**src/rtl/fetch_pc_unit_pkg.sv**
```systemverilog
// Shared fetch-stage definitions: jump opcodes, state encoding, reset PC
// and the J/JAL target formation used by the pre-decoder.
package cpu_defs;

  localparam logic [5:0]  OPC_J            = 6'h02;
  localparam logic [5:0]  OPC_JAL          = 6'h03;
  localparam logic [31:0] DEFAULT_RESET_PC = 32'h0040_0000;

  typedef enum logic {
    ST_RUN  = 1'b0,
    ST_HALT = 1'b1
  } fetch_state_t;

  // Region bits come from the sequential PC, not the jump's own PC.
  function automatic logic [31:0] jump_target(input logic [3:0]  pcPlus4Hi,
                                              input logic [25:0] instIndex);
    return {pcPlus4Hi, instIndex, 2'b00};
  endfunction

endpackage

```
**src/rtl/fetch_predecode.sv**
```systemverilog
// Combinational pre-decode of the instruction currently on the ROM bus so
// unconditional jumps can steer the PC in the same cycle they are fetched.
module fetch_predecode
  import cpu_defs::*;
(
  input  logic [31:0] i_inst,
  input  logic [31:0] i_pc,
  output logic        o_is_jump,
  output logic        o_is_self_jump,
  output logic [31:0] o_jump_target,
  output logic [31:0] o_pc_plus4
);

  logic [5:0] w_opcode;

  assign w_opcode      = i_inst[31:26];
  assign o_pc_plus4    = i_pc + 32'd4;
  assign o_jump_target = jump_target(o_pc_plus4[31:28], i_inst[25:0]);
  assign o_is_jump     = (w_opcode == OPC_J) || (w_opcode == OPC_JAL);
  // Only a plain J to itself ends a program; a JAL to itself still links.
  assign o_is_self_jump = (w_opcode == OPC_J) && (o_jump_target == i_pc);

endmodule

```
**src/rtl/fetch_pc_unit.sv**
```systemverilog
// Instruction-fetch stage: owns the PC, addresses the zero-latency ROM and
// registers the fetched instruction toward decode with a valid/ready handshake.
module fetch_pc_unit
  import cpu_defs::*;
#(
  parameter logic [31:0] RESET_PC = DEFAULT_RESET_PC,
  parameter int unsigned CNT_W    = 32
) (
  input  logic             i_clk,
  input  logic             i_reset_n,
  output logic [31:0]      o_rom_addr,
  input  logic [31:0]      i_rom_inst,
  input  logic             i_redirect_valid,
  input  logic [31:0]      i_redirect_target,
  output logic             o_out_valid,
  input  logic             i_out_ready,
  output logic [31:0]      o_out_inst,
  output logic [31:0]      o_out_pc,
  output logic [31:0]      o_out_pc_plus4,
  output logic             o_halted,
  output logic             o_align_err,
  output logic [CNT_W-1:0] o_fetch_count
);

  fetch_state_t     r_state;
  fetch_state_t     w_state_next;
  logic [31:0]      r_pc;
  logic             r_out_valid;
  logic [31:0]      r_out_inst;
  logic [31:0]      r_out_pc;
  logic [31:0]      r_out_pc_plus4;
  logic             r_align_err;
  logic [CNT_W-1:0] r_fetch_count;

  logic             w_slot_free;
  logic             w_fetch;
  logic             w_is_jump;
  logic             w_is_self_jump;
  logic [31:0]      w_jump_target;
  logic [31:0]      w_pc_plus4;

  fetch_predecode u_predecode (
    .i_inst         (i_rom_inst),
    .i_pc           (r_pc),
    .o_is_jump      (w_is_jump),
    .o_is_self_jump (w_is_self_jump),
    .o_jump_target  (w_jump_target),
    .o_pc_plus4     (w_pc_plus4)
  );

  assign w_slot_free = !r_out_valid || i_out_ready;
  assign w_fetch     = (r_state == ST_RUN) && w_slot_free && !i_redirect_valid;

  always_ff @(posedge i_clk) begin
    if (!i_reset_n) r_state <= ST_RUN;
    else            r_state <= w_state_next;
  end

  always_comb begin
    w_state_next = r_state;
    if (i_redirect_valid)                  w_state_next = ST_RUN;
    else if (w_fetch && w_is_self_jump)    w_state_next = ST_HALT;
  end

  always_comb begin
    o_halted = (r_state == ST_HALT);
  end

  // A redirect flushes the output register even when decode is stalled.
  always_ff @(posedge i_clk) begin
    if (!i_reset_n) begin
      r_pc           <= RESET_PC;
      r_out_valid    <= 1'b0;
      r_out_inst     <= 32'd0;
      r_out_pc       <= 32'd0;
      r_out_pc_plus4 <= 32'd0;
      r_align_err    <= 1'b0;
      r_fetch_count  <= '0;
    end else if (i_redirect_valid) begin
      r_pc        <= {i_redirect_target[31:2], 2'b00};
      r_out_valid <= 1'b0;
      r_align_err <= |i_redirect_target[1:0];
    end else begin
      r_align_err <= 1'b0;
      if (w_fetch) begin
        r_out_valid    <= 1'b1;
        r_out_inst     <= i_rom_inst;
        r_out_pc       <= r_pc;
        r_out_pc_plus4 <= w_pc_plus4;
        r_fetch_count  <= r_fetch_count + {{(CNT_W-1){1'b0}}, 1'b1};
        // A self-jump target equals the current PC, so the PC holds on halt.
        r_pc           <= w_is_jump ? w_jump_target : w_pc_plus4;
      end else if (i_out_ready) begin
        r_out_valid <= 1'b0;
      end
    end
  end

  assign o_rom_addr     = r_pc;
  assign o_out_valid    = r_out_valid;
  assign o_out_inst     = r_out_inst;
  assign o_out_pc       = r_out_pc;
  assign o_out_pc_plus4 = r_out_pc_plus4;
  assign o_align_err    = r_align_err;
  assign o_fetch_count  = r_fetch_count;

endmodule
```
**config.mk**
```make
export PLATFORM = sky130hd
export DESIGN_NAME = fetch_pc_unit
export DESIGN_NICKNAME = d
export VERILOG_FILES = /design/src/rtl/fetch_pc_unit_pkg.sv /design/src/rtl/fetch_predecode.sv /design/src/rtl/fetch_pc_unit.sv
export SDC_FILE = /design/constraint.sdc
export NUM_CORES = 1
export LEC_CHECK = 0
export ABC_CLOCK_PERIOD_IN_PS = 3840
export CAP_MARGIN = 20
export CORE_AREA = 2 2 124 126
export CTS_BUF_LIST = sky130_fd_sc_hd__clkbuf_16
export DETAILED_ROUTE_END_ITERATION = 8
export DIE_AREA = 0 0 126 128
export MAX_ROUTING_LAYER = met4
export PLACE_DENSITY_LB_ADDON = 0.08
export SLEW_MARGIN = 30
export SYNTH_ARGS = -nofsm -noshare
export SYNTH_HDL_FRONTEND = slang
export SYNTH_SLANG_ARGS = --single-unit
export TNS_END_PERCENT = 20
```
**constraint.sdc**
```tcl
create_clock -name i_clk -period 3.84 [get_ports i_clk]
set_clock_uncertainty 0.15 [all_clocks]
set_input_delay 0.768 -clock i_clk [delete_from_list [all_inputs] [get_ports i_clk]]
set_output_delay 0.768 -clock i_clk [all_outputs]
set_load 0.01 [all_outputs]
```
==> Word level (Yosys, flattened, before mapping) <==
Cells that the tools add are included.
{ "totals": {"ff_bits": 163, "out_inout_bits": 163, "in_bits": 68, "word_cells": 36} }
{ "classes": {"bitwise_logic": 3, "n_addsub": 2, "eq_ne": 3, "reduce_logical": 14, "mux": 5} }
{ "ops": {"columns": ["op", "count"], "rows": [
  ["32-bit 2-to-1 mux", 2],
  ["32-bit by 1-bit adder with 32-bit output (second input constant)", 1],
  ["32-bit by 3-bit adder with 32-bit output (second input constant)", 1],
  ["32-bit == test", 1],
  ["28-bit 2-to-1 mux", 1],
  ["6-bit by 2-bit == test with 1-bit output (second input constant)", 2],
  ["1-bit logical AND", 4],
  ["2-bit AND reduction", 2],
  ["2-bit nonzero test", 2],
  ["2-bit OR reduction", 2],
  ["1-bit NOT", 3],
  ["1-bit logical NOT", 2],
  ["1-bit logical OR", 2],
  ["1-bit 2-to-1 mux", 2]
]} }

==> Longest topological paths before layout <==
{ "logic_depth": {"depth_word": 6, "mapped_depth": 8} }

==> Cells and area by module <==
From an unflattened synthesis, not the netlist that was laid out.
{ "hier_totals": {"cells_unflattened": 990, "area_unflattened_um2": 7922.6} }
{ "modules_own_cells": {"columns": ["mod", "seq_area_each_um2", "cells_each", "instances", "area_per_inst_um2"], "rows": [
  ["fetch_pc_unit", 3263.1, 821, 1, 6700.2],
  ["fetch_predecode", 0.0, 169, 1, 1222.4]
]} }

==> Worst setup path before layout <==
OpenSTA, ideal clock, no wires.
{ "synth_timing": {"kind": "input port to flip-flop", "start": "input i_redirect_valid", "end": "register r_fetch_count[23] (netlist: o_fetch_count[23])", "cell_stages": 6, "arrival_ps": 2203, "required_ps": 3620, "slack_ps": 1417, "setup_time_ps": 70, "path_cell_list": "clkbuf_1 -> nor4_4 -> nand4_2 -> clkbuf_1 -> or3_1 -> a21oi_1"} }
{ "synth_between": {"elab_chain_cells": 3, "elab_cells_between_ends": 4, "cone_classes": "bitwise: 1; reduce/logical: 3"} }
{ "synth_rtl": {"columns": ["item", "line", "text"], "rows": [
  ["start: declaration", "fetch_pc_unit.sv:13", "input logic i_redirect_valid,"],
  ["1-bit logical NOT", "fetch_pc_unit.sv:52", "assign w_fetch = (r_state == ST_RUN) && w_slot_free && !i_redirect_valid;"],
  ["1-bit logical AND", "fetch_pc_unit.sv:52", null],
  ["2-bit AND reduction (no line) (*)", null, null],
  ["end signal: assignment", "fetch_pc_unit.sv:90", "r_fetch_count <= r_fetch_count + {{(CNT_W-1){1'b0}}, 1'b1};"],
  ["end: declaration", "fetch_pc_unit.sv:33", "logic [CNT_W-1:0] r_fetch_count;"]
]} }
Every way passes the cells marked *; elsewhere a longest branch is shown, timed or not.
A chain may end at the register's enable or synchronous reset.

==> Final worst setup path <==
{ "layout_timing": {"start": "input i_out_ready", "end": "register r_pc[30] (netlist: o_rom_addr[30])"} }
{ "layout_between": {"elab_chain_cells": 4} }
{ "layout_rtl": {"columns": ["item", "line", "text"], "rows": [
  ["start: declaration", "fetch_pc_unit.sv:16", "input logic i_out_ready,"],
  ["1-bit logical OR", "fetch_pc_unit.sv:51", "assign w_slot_free = !r_out_valid || i_out_ready;"],
  ["1-bit logical AND (2 in series)", "fetch_pc_unit.sv:52", null],
  ["2-bit nonzero test (no line)", null, null],
  ["end signal: assignment", "fetch_pc_unit.sv:80", "r_pc <= {i_redirect_target[31:2], 2'b00};"],
  ["end signal: assignment", "fetch_pc_unit.sv:92", "r_pc <= w_is_jump ? w_jump_target : w_pc_plus4;"],
  ["end: declaration", "fetch_pc_unit.sv:27", "logic [31:0] r_pc;"]
]} }
No other way between the ends.

==> impl_metrics.yaml <==
status:
  status: "finished clean"
floorplanning:
  initial_utilization_pct: 49.5
  core.rowCount: 45
  die_w_um: 126
  die-area_mm2: 0.0161
  placeableCoreArea_mm2: 0.0149
  ioPinCount: 231
  die_height_um: 128
pwr:
  power.total_mw: 3.97
  vdd_ir_drop_max_mv: 0.286
  leakagePower_nw: 3.75
  power-per-cell-area_mw_per_mm2: 388
timing:
  max_freq_mhz: 353
  final.min_clock_period_ns: 2.83
  tns_ns: 0
  finalMaxSlewViolations: 0
  layout_setup_ws_ns: 1.01
  setup_violations: 0
  slew-limit-headroom_pct: 34.3
  max_slew.worst_pin.slew_ns: 0.985
  final_min_period_over_clock_period_pct: 73.8
  final-hold-violation-count: 0
  unrepaired_setup_endpoints_after_global_routing: "false"
drt:
  drt_iter0_markers: 377
  drtPass1Iterations: 5
  avgRoutedWirePerCell_um: 17.3
  ant_nets: 0
  vias: 7033
  detail_route.vias_per_cell: 5.52
  drc_errors: 0
  route.final.wire_length_mm: 22.0
setup_path:
  critical_path.endpoint_type: "register"
  worstSetupStartpointType: "input pin"
  worst_path_class_setup: "input pin to register"
  cp_data_required_time_ns: 4.04
  r2r_slack_ns: 1.19
  rr_endpoint: "o_out_pc_plus4[30]"
  worst_r2r_startpoint: "o_rom_addr[3]"
  r2r_cells: 6
  critical_path_arrival_ns: 3.03
  critPathMaxFanout: 27
clock_network:
  clock-sinks: 161
  insertion_delay_to_the_later_sink_of_the_worst_skew_pair_ns: 0.42
  cts_tree: "done"
  postCtsSetupRepairBufs: 0
  htree_levels: 4
  clk_root_buffer_cell: "sky130_fd_sc_hd__clkbuf_16"
  post_cts_resize_count: 0
  cts_buffer_depth: 2
  cts.clk_slew.worst_paths_ns: 0.06
  post_cts_hold_buffer_count: 0
  cts-buffers-inserted: 17
yosys:
  syn-num-nets: 956
  syn_avg_cell_area_um2: 8.30
  sequential_share_of_the_synthesized_area_pct: 43.8
  post_synth_inst_count: 886
  synth.lib_cells_used.distinct: 51
  number_of_enable_type_register_cells_in_the_synthesized_netlist: 0
  ys.warnings.count: 0
  synth-async-reset-ratio_pct: 0
  dominantRegCellSynth: "sky130_fd_sc_hd__dfxtp_1"
  netlist_area_mm2: 0.00736
  synth-seq-cells: 161
grt:
  grt_util_all_layers_pct: 27.9
  gr-total-overflow: 0
  grt_antenna_before_repair: 0
  grt_pass1_wl_mm: 35.1
  largest_net_degree_at_the_start_of_global_routing: 40
  first_global_vias: 6594
cells_and_area:
  final_layout_size_suffix_gt1_share_pct: 6.82
  filler_cell_count: 1299
  fin_area_mm2: 0.0102
  area.growth.synth_to_final_pct: 39.1
  insertedDiodeCount: 0
  nets: 1144
  final_core_util_pct: 68.8
worst_hold_path:
  worst_hold_startpoint: "o_out_pc[21]"
  min-delay-path-class: "register to register"
  whs_path_depth: 2
  worst_hold_end: "o_out_pc[21]"
run:
  cap_violations: 0
place:
  placedInstanceArea_mm2: 0.00972
  dp_wirelength_mm: 15.7
  placement.setup.worst_slack_ns: 0.606
  gp_routability_congestion: 0.884
  buffer_ports.inserted: 230
==> worst max-delay path by stage <==
stage,start,endpoint,depth (start not counted)
2_1_floorplan,i_redirect_valid,o_fetch_count[23],6
3_3_place_gp,i_out_ready,o_out_inst[30],6
3_5_place_dp,i_out_ready,o_rom_addr[30],6
4_1_cts,i_out_ready,o_rom_addr[30],6
5_1_grt,i_out_ready,o_fetch_count[28],6
6_report,i_out_ready,o_rom_addr[30],6
==> worst max-delay path: stages <==
cell	delay, ns
sky130_fd_sc_hd__clkdlybuf4s50_1	0.46
sky130_fd_sc_hd__nor2b_1	0.17
sky130_fd_sc_hd__nor2_2	0.80
sky130_fd_sc_hd__nand4_1	0.28
sky130_fd_sc_hd__or3_1	0.38
sky130_fd_sc_hd__a31oi_1	0.16
==> cells in the mapped netlist (13+ instances only) <==
master,number,area share (%)
sky130_fd_sc_hd__a211oi_1,26,2.7
sky130_fd_sc_hd__o2bb2ai_1,16,1.9
sky130_fd_sc_hd__and3_1,24,2.0
sky130_fd_sc_hd__nand2_1,153,7.8
sky130_fd_sc_hd__nor2_1,40,2.0
sky130_fd_sc_hd__buf_2,13,0.88
sky130_fd_sc_hd__xor2_1,50,6.0
sky130_fd_sc_hd__a21oi_1,91,6.2
sky130_fd_sc_hd__nand3_1,22,1.5
sky130_fd_sc_hd__o21ai_0,61,4.1
sky130_fd_sc_hd__o21ba_2,14,1.9
sky130_fd_sc_hd__clkbuf_1,60,3.1
sky130_fd_sc_hd__nand4_1,22,1.9
sky130_fd_sc_hd__or3_1,17,1.4
sky130_fd_sc_hd__xnor2_1,22,2.6
sky130_fd_sc_hd__dfxtp_1,161,44
==> power by group <==
part / switching (mW) / internal [mW]
Combinational: 0.294 / 0.315
Sequential: 0.0951 / 1.76
Clock: 0.647 / 0.862
==> registers in the layout, summed over array words and instances, names as in the netlist <==
name / count
o_out_valid: 1
o_align_err: 1
o_fetch_count: 32
o_halted: 1
o_out_pc: 32
o_out_inst: 32
o_rom_addr: 32
o_out_pc_plus4: 30
==> kinds of logic (layout without fill, tap and decap cells) <==
group,count (synthesis),count (layout),synth area share (%)
AO/OA/AOI/OAI,229,229,19.1
adder cells (fa/ha/maj),2,2,0.340
buffers and inverters,90,289,5.03
flip-flops,161,161,43.8
XOR/XNOR,72,72,8.57
AND/OR/NAND/NOR,328,328,22.5
multiplexers,4,4,0.595
==> per-layer routing <==
layer / global-route usage, % / part of all wire [%] / wire [µm]
met5: - / 0 / 0
met4: 8.79 / 2.0 / 451
met3: 4.47 / 5.8 / 1280
met2: 43.8 / 47 / 10300
met1: 37.1 / 45 / 9990
==> layout make-up <==
class	instances	area, µm²	share of cell area (%)
Multi-Input combinational cell	635	3780	36.9
Sequential cell	161	3220	31.5
Timing Repair Buffer	249	2450	23.9
Clock buffer	17	425	4.16
Tap cell	188	235	2.30
Clock inverter	13	86.3	0.844
Inverter	10	38.8	0.379
==> placed cells by master, fill, tap and decap left out, drive strengths merged, types with 2 or more instances in the layout <==
cell             n
mux2             3
ha               2
or3             17
and3            24
nand3           22
a21oi           91
and2            12
o32ai            2
nand4           25
inv             15
xnor2           22
clkbuf          17
clkinv           6
o21ba           15
o21a             3
clkdlybuf4s50  228
nor3             6
a211oi          26
nand2b           4
o31ai            2
nor2b            2
dfxtp          161
buf             21
nor4            12
a31oi            3
o211a            2
and4             6
nand2          153
xor2            50
o21ai           61
o2bb2ai         16
nor2            40
or2              2
or4              2
==> metrics by stage <==
stage,std cells,hold WS (ns)
CTS,1273,0.304
detailed placement,1243,0.296
global placement,1243,0.291
floorplan,886,0.304
finish,1273,0.303
global route,1273,0.324
Power figures use the tool's default switching activity.
